### src/rtl/controle_servo_multi.sv
// controle_servo_multi
//   N-channel hobby-servo PWM generator. A single period counter is shared by
//   all channels; channel i drives its output high for
//   MIN_PULSE + active[i]*STEP clocks at the start of every period.
//   Writes land in a pending register and are copied to the active register
//   only when the counter wraps, so a pulse already in progress is never cut
//   short or stretched.
//
//   Build option: define SERVO_SLEW_EN to make each active position step one
//   code per period toward its pending value (em_movimento reports motion).
//   Without it active jumps straight to pending and em_movimento is 0.
//
// Ports
//   clock        in   system clock, rising edge
//   reset        in   asynchronous reset, active low
//   load         in   write strobe, one clock per write
//   canal        in   target channel of the write
//   posicao      in   position code to write
//   controle     out  PWM outputs, bit i = channel i
//   periodo_fim  out  one-clock pulse following the last count of each period
//   em_movimento out  some channel still slewing (slew build only)
//   db_reset     out  high while reset is asserted
//   db_controle  out  PWM output of channel DB_CANAL
//   db_posicao   out  active position of channel DB_CANAL
module controle_servo_multi #(
    parameter int unsigned N_CANAIS  = 2,
    parameter int unsigned POS_W     = 3,
    parameter int unsigned PERIODO   = 1000000,
    parameter int unsigned MIN_PULSE = 50000,
    parameter int unsigned STEP      = 7143,
    parameter int unsigned RESET_POS = 0,
    parameter int unsigned DB_CANAL  = 0,
    localparam int unsigned CANAL_W  = (N_CANAIS > 1) ? $clog2(N_CANAIS) : 1
) (
    input  logic                clock,
    input  logic                reset,
    input  logic                load,
    input  logic [CANAL_W-1:0]  canal,
    input  logic [POS_W-1:0]    posicao,
    output logic [N_CANAIS-1:0] controle,
    output logic                periodo_fim,
    output logic                em_movimento,
    output logic                db_reset,
    output logic                db_controle,
    output logic [POS_W-1:0]    db_posicao
);

    // Widest possible pulse must leave at least one low clock per period;
    // otherwise the outputs are held constantly high.
    localparam longint unsigned MAX_WIDTH =
        64'(MIN_PULSE) + ((64'd1 << POS_W) - 64'd1) * 64'(STEP);
    localparam bit PARAM_OK = (MAX_WIDTH <= (64'(PERIODO) - 64'd1));

    localparam logic [POS_W-1:0] RST_POS = POS_W'(RESET_POS);
    localparam logic [POS_W-1:0] UM      = POS_W'(1);

    logic [31:0]      cnt;
    logic [POS_W-1:0] pending    [N_CANAIS];
    logic [POS_W-1:0] active     [N_CANAIS];
    logic [POS_W-1:0] nxt_active [N_CANAIS];
    logic [31:0]      width      [N_CANAIS];
    logic [N_CANAIS-1:0] nxt_controle;
    logic             fim_cnt;
    logic             carga_ok;

    assign fim_cnt  = (cnt == PERIODO - 1);
    assign carga_ok = load && (32'(canal) < N_CANAIS);

    always_comb begin
        nxt_controle = '0;
        for (int unsigned i = 0; i < N_CANAIS; i++) begin
            width[i]        = 32'(MIN_PULSE) + 32'(active[i]) * 32'(STEP);
            nxt_controle[i] = PARAM_OK ? (cnt < width[i]) : 1'b1;
        end
    end

    always_comb begin
        for (int unsigned i = 0; i < N_CANAIS; i++) begin
            nxt_active[i] = active[i];
`ifdef SERVO_SLEW_EN
            if (active[i] < pending[i]) begin
                nxt_active[i] = active[i] + UM;
            end else if (active[i] > pending[i]) begin
                nxt_active[i] = active[i] - UM;
            end
`else
            nxt_active[i] = pending[i];
`endif
        end
    end

`ifdef SERVO_SLEW_EN
    logic em_mov_q;
    logic em_mov_d;

    always_comb begin
        em_mov_d = 1'b0;
        for (int unsigned i = 0; i < N_CANAIS; i++) begin
            if (active[i] != pending[i]) begin
                em_mov_d = 1'b1;
            end
        end
    end

    always_ff @(posedge clock or negedge reset) begin
        if (!reset) begin
            em_mov_q <= 1'b0;
        end else begin
            em_mov_q <= em_mov_d;
        end
    end

    assign em_movimento = em_mov_q;
`else
    assign em_movimento = 1'b0;
`endif

    // Apply and load share an edge: active takes the old pending value while
    // pending captures the new write, so that write lands one period later.
    always_ff @(posedge clock or negedge reset) begin
        if (!reset) begin
            cnt         <= '0;
            controle    <= '0;
            periodo_fim <= 1'b0;
            for (int unsigned i = 0; i < N_CANAIS; i++) begin
                pending[i] <= RST_POS;
                active[i]  <= RST_POS;
            end
        end else begin
            cnt         <= fim_cnt ? '0 : cnt + 32'd1;
            periodo_fim <= fim_cnt;
            controle    <= nxt_controle;
            if (fim_cnt) begin
                for (int unsigned i = 0; i < N_CANAIS; i++) begin
                    active[i] <= nxt_active[i];
                end
            end
            if (carga_ok) begin
                pending[canal] <= posicao;
            end
        end
    end

    assign db_reset    = ~reset;
    assign db_controle = controle[DB_CANAL];
    assign db_posicao  = active[DB_CANAL];

endmodule

### config.mk
export PLATFORM = sky130hd
export DESIGN_NAME = controle_servo_multi
export DESIGN_NICKNAME = d
export VERILOG_FILES = /design/src/rtl/controle_servo_multi.sv
export SDC_FILE = /design/constraint.sdc
export NUM_CORES = 1
export LEC_CHECK = 0
export CORE_MARGIN = 5
export CORE_UTILIZATION = 61
export CTS_BUF_LIST = sky130_fd_sc_hd__clkbuf_16
export CTS_CLUSTER_DIAMETER = 60
export DETAILED_ROUTE_END_ITERATION = 12
export GPL_ROUTABILITY_DRIVEN = 0
export PLACE_DENSITY_LB_ADDON = 0.2
export RECOVER_POWER = 50
export SLEW_MARGIN = 20
export SYNTH_ARGS = -nofsm -noshare
export SYNTH_HDL_FRONTEND = slang
export SYNTH_SLANG_ARGS = --single-unit
### constraint.sdc
create_clock -name clock -period 9.95 [get_ports clock]
set_input_delay 2.4875 -clock clock [delete_from_list [all_inputs] [get_ports clock]]
set_output_delay 2.4875 -clock clock [all_outputs]
set_load 0.05 [all_outputs]
# Yosys cells after proc, flatten, opt, wreduce, memory -nomap -nowiden
# Cells that the tools add are included.
dict set report word_totals {
  regBits 47
  input_bits 7
  out_inout_bits 9
  elab_cells 24
}
dict set report op_classes {
  addsub 3
  n_mul 2
  magnitude_cmp 4
  eq_ne 1
  mux 4
  bitwise_logic 2
  n_reduce_logical 1
}
# cell n
set op_table {}
lappend op_table {{$lt A32 B17 Y1} 2}
lappend op_table {{$add A16 B16 Y17 const A} 2}
lappend op_table {{$add A32 B1 Y32 const B} 1}
lappend op_table {{$eq A32 B20 Y1 const B} 1}
lappend op_table {{$mul A3 B13 Y16 const B} 2}
lappend op_table {{$mux W32} 1}
lappend op_table {{$bwmux W6} 1}
lappend op_table {{$demux W3 S1} 1}
lappend op_table {{$mux W3} 1}
lappend op_table {{$ge A2 B2 Y1 const B} 1}
lappend op_table {{$lt A2 B1 Y1 const B} 1}
lappend op_table {{$not A1 Y2} 1}
lappend op_table {{$logic_and A1 B1 Y1} 1}
lappend op_table {{$not A1 Y1} 1}

# Depth between registers and ports, before layout
# Gate-level depths: netlist of run 1.
dict set report depth {
  word_depth 6
  ltp_mapped 17
  ltp_nobuf 17
}

# Worst setup path before layout of run 1
# No wires, ideal clock.
dict set report synth_timing {
  kind {input-to-output}
  from {input port reset}
  to {output port db_reset}
  t_arrival_ns 2.784
  required_time_ns 7.463
  slack_ns 4.679
  stages 1
  path_cell_list {inv_1}
}
dict set report synth_between {
  elab_chain_cells 1
}
# item line_no
set synth_lines {}
lappend synth_lines {{from (decl)} 36} ;# input logic reset,
lappend synth_lines {{$not A1 Y1} 144} ;# assign db_reset = ~reset;
lappend synth_lines {{to (decl)} 43} ;# output logic db_reset,
# Every way passes these cells.

# Worst setup path after layout of run 1
# Ends and elaborated chain as after synthesis.

==> results of run 1 <==
-- cell families (layout without fill, tap and decap cells) --
kind of cell,count (synthesis),count (layout),share of synthesized area
flops,47,47,0.2718
fa+ha+maj,90,90,0.2724
xor+xnor,47,47,0.09514
compound gates,78,78,0.1180
mux,13,13,0.03557
buf+inv,45,57,0.04540
simple gates,133,133,0.1608
other cells,1,1,0.0008667
-- cells in the mapped netlist (2+ instances only) --
library cell / number
nand3_1: 16
a21oi_1: 21
and3_1: 5
and2_1: 2
fa_1: 7
xor2_1: 18
nand3b_1: 3
nor4_1: 7
a31oi_1: 9
buf_4: 5
mux2_4: 2
o21ai_0: 9
o211ai_1: 6
and4_1: 3
a211oi_1: 6
dfrtp_1: 47
nand4_1: 18
a21o_1: 14
inv_1: 35
clkbuf_1: 3
mux2_2: 11
or3_1: 3
nand2_1: 32
nor2b_1: 6
nor3_1: 4
ha_1: 83
o21bai_1: 2
o31ai_1: 2
a211o_1: 3
nor2_1: 25
a21boi_0: 2
xnor2_1: 29
nand2b_1: 3
-- critical path, stage by stage --
cell and delay (ns):
clkbuf_1 1.77, inv_1 0.10, clkdlybuf4s50_1 0.79
-- flip-flops by register name (all words and copies together), names as in the netlist --
signal	count
active	3
nxt_active	6
periodo_fim	1
controle	2
cnt	32
db_posicao	3
-- area by class of cell --
type,count,area [µm²],area share
multi-input cells,362,2930,0.6260
flip-flops and latches,47,1176,0.2513
repair buffers,14,133.9,0.02860
inverters,35,131.4,0.02807
clock buffers,5,125.1,0.02673
well taps,96,120.1,0.02566
clock inverters,3,63.81,0.01363
-- power by group --
group           total, W  leakage, nW  switching (W)  internal, W
sequential      0.000197        0.619     0.00000187     0.000195
combinational  0.0000124         1.71     0.00000709   0.00000532
clock           0.000211       0.0952      0.0000685     0.000143
-- through the flow --
stage | setup WS (ns) | utilization
floorplan | 4.679 | -
global placement | 3.274 | 0.6612
detailed placement | 3.277 | 0.6612
CTS | 3.265 | 0.6888
global route | 1.782 | 0.6852
finish | 2.283 | 0.6852
-- metal layers --
metal	track usage	routed length (µm)	up-vias
met2	0.3658	4327	48
li1	-	-	1641
met4	0.04332	82	0
met1	0.2722	3995	1588
met5	0	0	-
met3	0.03125	257	11
-- worst max-delay path by stage --
stage               cells past startpoint  endpoint  slack, ns  startpoint
floorplan                               1  db_reset       4.68       reset
global placement                        3  db_reset       3.27       reset
detailed placement                      3  db_reset       3.28       reset
CTS                                     3  db_reset       3.27       reset
global route                            3  db_reset       1.78       reset
finish                                  3  db_reset       2.28       reset
==> key figures, run 1 <==
Run status
  • Outcome: finished, violations left
  • Failing checks: capacitance limit, slew limit

Layout
  • Synth-to-layout area growth: 8.184%
  • Share of cells above drive strength 1: 0.04721
  • Leading cell type in the layout, fill and taps excluded: ha_1
  • Fill count: 577
  • Design area: 0.004681 mm²
  • Fin cells: 562
  • Commonest cells after routing, fill and taps aside: ha_1 (83), dfrtp_1 (47), inv_1 (36)
  • Final antenna diode count: 0
  • NumNets Final: 562

Worst setup path
  • Crit path max fanout: 48
  • FF-to-FF setup slack: 5.77 ns
  • Reg2reg start: db_posicao[0]
  • WS Path Type: in -> out
  • WP data arrival: 5.18 ns
  • RR Endpoint: controle[0]
  • CP Capture Type: output pin
  • Crit start category: input port
  • Worst Reg-to-Reg Cells: 14
  • Data required, critical path: 7.46 ns

Synthesis
  • Mapped Area: 0.004327 mm²
  • Netlist cell types: 46
  • Yosys top cell area share: 0.2718
  • Gate Count Post-Synth: 454
  • Sequential share of the synthesized area: 0.2718
  • FF+latch count, synth: 47
  • YS warnings: 0
  • Synth area leaders: dfrtp_1 (27%), ha_1 (24%), xnor2_1 (5.9%)
  • Post-synth top area cell: dfrtp_1
  • Avg Inst Size Synth: 9.530 µm²
  • Ys async rst share: 1.000
  • Top_reg_cell synth: dfrtp_1
  • Post-synth EDFFs: 0
  • Post-Syn Nets: 551

STA
  • Final setup fails: 0
  • Slew @ Worst Pin: 2.543 ns
  • Fmax: 130.4 MHz
  • Slew Viols, Final: 49
  • Tcrit/Tclk final: 0.7705
  • RSZ-0062 raised after global routing: false
  • Setup tns final: 0 ns
  • Relative slew slack: -0.6953
  • Final hold vios: 0
  • Skew final: 0.007157 ns
  • Worst Hold Margin: 0.4873 ns
  • Final min period: 7.667 ns

Floorplanning
  • Core Area: 0.006832 mm²
  • Die area: 0.008877 mm²
  • Ports: 16
  • Horiz. Die Dim: 94.22 µm
  • Die height: 94.22 µm
  • # rows: 30
  • Initial core utilization: 0.6333

Pwr
  • VDD IR max: 0.09881 mV
  • Power per standard cell area: 89.84 mW/mm²
  • Pwr Total: 0.0004205 W
  • Lkg Pwr: 2.419 nW

Clock tree
  • Clock Tree Buf Depth: 2
  • CTS buffer count: 5
  • # resized after CTS: 0
  • Post-CTS setup buffer count: 0
  • Cts hold-fix bufs: 0
  • Root Buffer: clkbuf_16
  • Clk Latency, worst-skew pair: 0.29 ns
  • H-tree Lvls: 2
  • CTS Sinks: 47
  • CTS tree: built
  • Clk slew on worst S/H paths: 0.06 ns

Drt
  • Drt wl/cell: 15.41 µm
  • Vias/cell: 5.851
  • Initial DRC count: 165
  • Post-route DRC: 0
  • DRT Pass-1 Iters: 4
  • Total wire length: 8663 µm
  • Post-DRT Antenna Nets: 0
  • Vias: 3288

Global routing
  • Gr ovfl total: 0
  • Initial antenna violation count: 0
  • Largest net degree at the start of global routing: 49
  • Gr usage total: 0.2090
  • First-pass GRT wire length: 15010 µm
  • Vias in the first global route: 3287

Min path
  • Hold Path Depth: 1
  • Worst Hold End: cnt[31]
  • Beginning of the worst hold path: cnt[31]
  • HP Class: reg -> reg

Place
  • # port buffers: 14
  • Placed Cells incl. Taps: 554
  • Placed Area: 0.004517 mm²
  • Placed wire-length estimate: 6825 µm

Job
  • Max_cap viols: 1
Note: power is estimated with default switching activity, not from simulation.
==> run 2: changes to the inputs <==
Settings changed: CORE_UTILIZATION 61 to 56.
Clock period 9.95 ns to 6.6 ns, I/O delays scaled along.
==> key figures, run 2 (synthesis results as in run 1) <==
Pwr
  • Lkg Pwr: 2.406 nW
  • VDD IR max: 0.1228 mV
  • Power per standard cell area: 119.0 mW/mm²

Drt
  • Vias/cell: 5.861
  • Post-DRT Antenna Nets: 0
  • Drt wl/cell: 15.83 µm
  • Total wire length: 9010 µm
  • Initial DRC count: 105
  • DRT Pass-1 Iters: 6
  • Vias: 3335
  • Post-route DRC: 0

STA
  • Skew final: 0.002639 ns
  • Tcrit/Tclk final: 0.7064
  • RSZ-0062 raised after global routing: false
  • Slew Viols, Final: 0
  • Final setup fails: 0
  • Slew @ Worst Pin: 0.8274 ns
  • Final hold vios: 0
  • Fmax: 214.5 MHz
  • Setup tns final: 0 ns
  • Relative slew slack: 0.4438
  • Final min period: 4.662 ns

Layout
  • FF/Latch Area: 0.001176 mm²
  • Synth-to-layout area growth: 8.010%
  • Commonest cells after routing, fill and taps aside: ha_1 (83), dfrtp_1 (47), inv_1 (36)
  • Design area: 0.004673 mm²
  • Share of cells above drive strength 1: 0.05782
  • Max reg flops: 32
  • Multi-input logic area: 0.002954 mm²
  • Fill count: 654
  • NumNets Final: 563
  • Reg with most FFs: cnt
  • Leading cell type in the layout, fill and taps excluded: ha_1
  • Final antenna diode count: 0

Clock tree
  • Root Buffer: clkbuf_16
  • CTS tree: built
  • CTS Sinks: 47
  • CTS buffer count: 5
  • Cts hold-fix bufs: 0
  • Clock Tree Buf Depth: 2
  • Clk Latency, worst-skew pair: 0.28 ns
  • H-tree Lvls: 2
  • # resized after CTS: 0
  • Clk slew on worst S/H paths: 0.06 ns
  • Post-CTS setup buffer count: 0

Floorplanning
  • # rows: 32
  • Core Area: 0.007607 mm²
  • Horiz. Die Dim: 97.90 µm
  • Ports: 16
  • Initial core utilization: 0.5688
  • Die area: 0.009584 mm²
  • Die height: 97.90 µm

Global routing
  • Initial antenna violation count: 0
  • Gr ovfl total: 0
  • Gr usage total: 0.1962
  • Largest net degree at the start of global routing: 49
  • Vias in the first global route: 3411
  • First-pass GRT wire length: 15720 µm

Place
  • # port buffers: 14
  • Placed Area: 0.004532 mm²
  • Placed wire-length estimate: 7152 µm

Worst setup path
  • Crit start category: input port
  • CP cell instances: buf_2 > buf_4 > inv_1 > clkdlybuf4s50_1
  • CP Capture Type: output pin
  • WS Path Type: in -> out
  • CP bufs+invs: 4
  • CP delay by family, top: buffers and inverters
  • Slowest cell on crit path: clkdlybuf4s50_1
  • Crit path max fanout: 48
  • WP data arrival: 3.01 ns
  • Data required, critical path: 4.95 ns
  • Slowest stage delay, CP: 0.71 ns

Run status
  • Outcome: finished, final reports clean

Min path
  • HP Class: reg -> reg

Job
  • Max_cap viols: 0
run 2: power by group:
group          internal, W   total, W  leakage (nW)  switching [W]
Clock             0.000138   0.000240        0.0710       0.000102
Sequential        0.000294   0.000297         0.619     0.00000350
Combinational   0.00000852  0.0000191          1.72      0.0000105
Total             0.000440   0.000556          2.41       0.000116
run 2: worst register-to-register path, delay by kind of cell (launching register included):
family | cells | cell delay [ns]
AOI/OAI and AO/OA | 6 | 1.35
adders and majority gates | 5 | 1.66
xor gates and xnor gates | 1 | 0.15
and+or+nand+nor | 2 | 0.17
DFF | 1 | 0.65
run 2: final timing paths:
| kind | startpoint | end | slack, ns | depth (start not counted) |
|---|---|---|---|---|
| max | reset | db_reset | 1.94 | 4 |
| min | cnt[31] | cnt[31] | 0.48 | 1 |
| max reg2reg | db_posicao[0] | controle[0] | 2.54 | 14 |
| min reg2reg | cnt[31] | cnt[31] | 0.48 | 1 |
| max in group asynchronous | reset | db_posicao[1] | 4.74 | 2 |
| min in group asynchronous | reset | cnt[11] | 1.46 | 2 |
run 2: metal layers:
| metal | GRT usage | part of all wire |
|---|---|---|
| met1 | 0.2540 | 0.45 |
| met2 | 0.3450 | 0.50 |
| met3 | 0.02214 | 0.027 |
| met4 | 0.05644 | 0.021 |
| met5 | 0 | 0 |
run 2: through the flow:
stage / power, W / hold WS, ns / worst slack [ns] / utilization / cells
4_1_cts: 0.0005632 / 0.4828 / 1.877 / 0.6143 / 569
6_report: 0.0005563 / 0.4824 / 1.938 / 0.6143 / 569
3_3_place_gp: 0.0003219 / 0.4633 / 1.873 / 0.5957 / 561
3_5_place_dp: 0.0003223 / 0.4704 / 1.881 / 0.5957 / 561
2_1_floorplan: 0.0003097 / 0.4473 / 2.926 / - / 454
5_1_grt: 0.0005805 / 0.5074 / 1.791 / 0.6143 / 569
run 2: cell type report:
cell class                      instances  share of cell area
Clock inverter                          3            0.003481
Multi-Input combinational cell        362              0.6321
Sequential cell                        47              0.2517
Clock buffer                            5             0.02677
Inverter                               35             0.02811
Tap cell                              102             0.02731
Timing Repair Buffer                   15             0.03052
==> run 3: changes to the inputs <==
Clock period 6.6 ns to 4.2 ns, I/O delays scaled along.
==> key figures, run 3 (synthesis results as in run 1) <==
Worst setup path
  • Worst Setup SP: db_posicao[1]
  • FF-to-FF setup slack: 0.31 ns
  • CP delay by family, top: adder cells
  • Crit start category: register
  • Critical Path End: controle[0]
  • Slowest cell on crit path: fa_1
  • Critical path's most frequent cell: ha_1
  • Levels on crit path: 14
  • Worst Reg-to-Reg Cells: 14
  • CP Capture Type: register
  • Crit path max fanout: 8
  • WS Path Type: reg -> reg
  • WP data arrival: 4.10 ns
  • RR Endpoint: controle[0]
  • CP cell instances: fa_1 > ha_1 > ha_1 > fa_1 > o31a_1 > a211oi_1 > o21ai_0 > xnor2_1 > ha_1 > and3_1 > nand3_1 > o21bai_1 > nand4_1 > a21oi_1
  • Reg2reg start: db_posicao[1]
  • CP bufs+invs: 0
  • Slowest stage delay, CP: 0.52 ns
  • Data required, critical path: 4.41 ns

Drt
  • Post-route DRC: 0
  • Total wire length: 9157 µm
  • DRT Pass-1 Iters: 5
  • Vias/cell: 5.848
  • Vias: 3351
  • Drt wl/cell: 15.98 µm
  • Initial DRC count: 139
  • Post-DRT Antenna Nets: 0

STA
  • Final min period: 3.893 ns
  • Slew Viols, Final: 48
  • Skew final: 0.005585 ns
  • Fmax: 256.9 MHz
  • Setup tns final: 0 ns
  • Tcrit/Tclk final: 0.9269
  • Final setup fails: 0
  • Slew @ Worst Pin: 2.418 ns
  • Relative slew slack: -0.6121
  • Final hold vios: 0
  • RSZ-0062 raised after global routing: false

Place
  • # port buffers: 14
  • Placed Area: 0.004562 mm²
  • Placed Cells incl. Taps: 565
  • Placed wire-length estimate: 7253 µm

Clock tree
  • Post-CTS setup buffer count: 0
  • H-tree Lvls: 2
  • Cts hold-fix bufs: 0
  • # resized after CTS: 0
  • Clock Tree Buf Depth: 2
  • Root Buffer: clkbuf_16
  • Clk Latency, worst-skew pair: 0.28 ns
  • Clk slew on worst S/H paths: 0.07 ns
  • CTS buffer count: 5
  • CTS Sinks: 47
  • CTS tree: built

Floorplanning
  • Die height: 97.90 µm
  • Horiz. Die Dim: 97.90 µm
  • # rows: 32
  • Ports: 16
  • Initial core utilization: 0.5688
  • Core Area: 0.007607 mm²
  • Die area: 0.009584 mm²

Layout
  • Fill count: 675
  • Share of cells above drive strength 1: 0.06157
  • Reg with most FFs: cnt
  • Finished Core Util: 0.6211
  • Multi-input logic area: 0.002954 mm²
  • Max reg flops: 32
  • FF/Latch Area: 0.001176 mm²
  • NumNets Final: 567
  • Design area: 0.004725 mm²
  • Final antenna diode count: 0
  • Fin cells: 573
  • Synth-to-layout area growth: 9.196%
  • Leading cell type in the layout, fill and taps excluded: ha_1
  • Commonest cells after routing, fill and taps aside: ha_1 (83), dfrtp_1 (47), inv_1 (35)

Global routing
  • Vias in the first global route: 3342
  • First-pass GRT wire length: 15620 µm
  • Gr usage total: 0.1942
  • Initial antenna violation count: 0
  • Largest net degree at the start of global routing: 48
  • Gr ovfl total: 0

Pwr
  • Power per standard cell area: 200.3 mW/mm²
  • Lkg Pwr: 2.432 nW
  • VDD IR max: 0.1811 mV

Run status
  • Outcome: finished, violations left
  • Failing checks: capacitance limit, slew limit

Min path
  • HP Class: reg -> reg
  • Beginning of the worst hold path: cnt[31]

Job
  • Max_cap viols: 1
run 3: changes by cell type in the layout (fill, tap and decap cells not counted):
cell | previous run | this run
clkinv_1 | 0 | 1
clkinv_2 | 1 | 0
buf_2 | 1 | 0
clkbuf_1 | 0 | 2
clkinvlp_4 | 1 | 0
bufinv_16 | 0 | 1
inv_6 | 0 | 1
buf_4 | 1 | 4
inv_1 | 36 | 35
run 3: final cells by class:
class,instances,area share
clock inverter,3,0.009004
multi-input combinational,362,0.6253
timing repair buffer,19,0.03549
sequential,47,0.2489
clock buffer,5,0.02648
inverter,35,0.02781
tap,102,0.02701
run 3: worst min path at each step:
stage,end,cells after the start,slack [ns]
2_1_floorplan,cnt[31],1,0.45
3_3_place_gp,cnt[31],1,0.46
3_5_place_dp,cnt[26],1,0.48
4_1_cts,cnt[31],1,0.49
5_1_grt,cnt[30],1,0.51
6_report,cnt[31],1,0.49
run 3: metal layers:
layer,routed length [µm],up-vias,GRT usage
li1,-,1662,-
met4,130,0,0.04260
met5,0,-,0
met1,4172,1603,0.2580
met2,4535,75,0.3387
met3,318,11,0.02429
run 3: power breakdown:
group	internal (W)	switching, W
clock network	0.000281	0.000169
registers	0.000461	0.00000599
logic	0.0000128	0.0000165
total	0.000755	0.000192
run 3: metrics by stage:
step                hold WS (ns)  total power [W]  setup slack [ns]
finish                    0.4944        0.0009464            0.3070
global route              0.5083        0.0009811           0.01978
CTS                       0.4935        0.0009544            0.2999
detailed placement        0.4811        0.0005070            0.3286
global placement          0.4629        0.0005064            0.4744
floorplan                 0.4473        0.0004867            0.5264
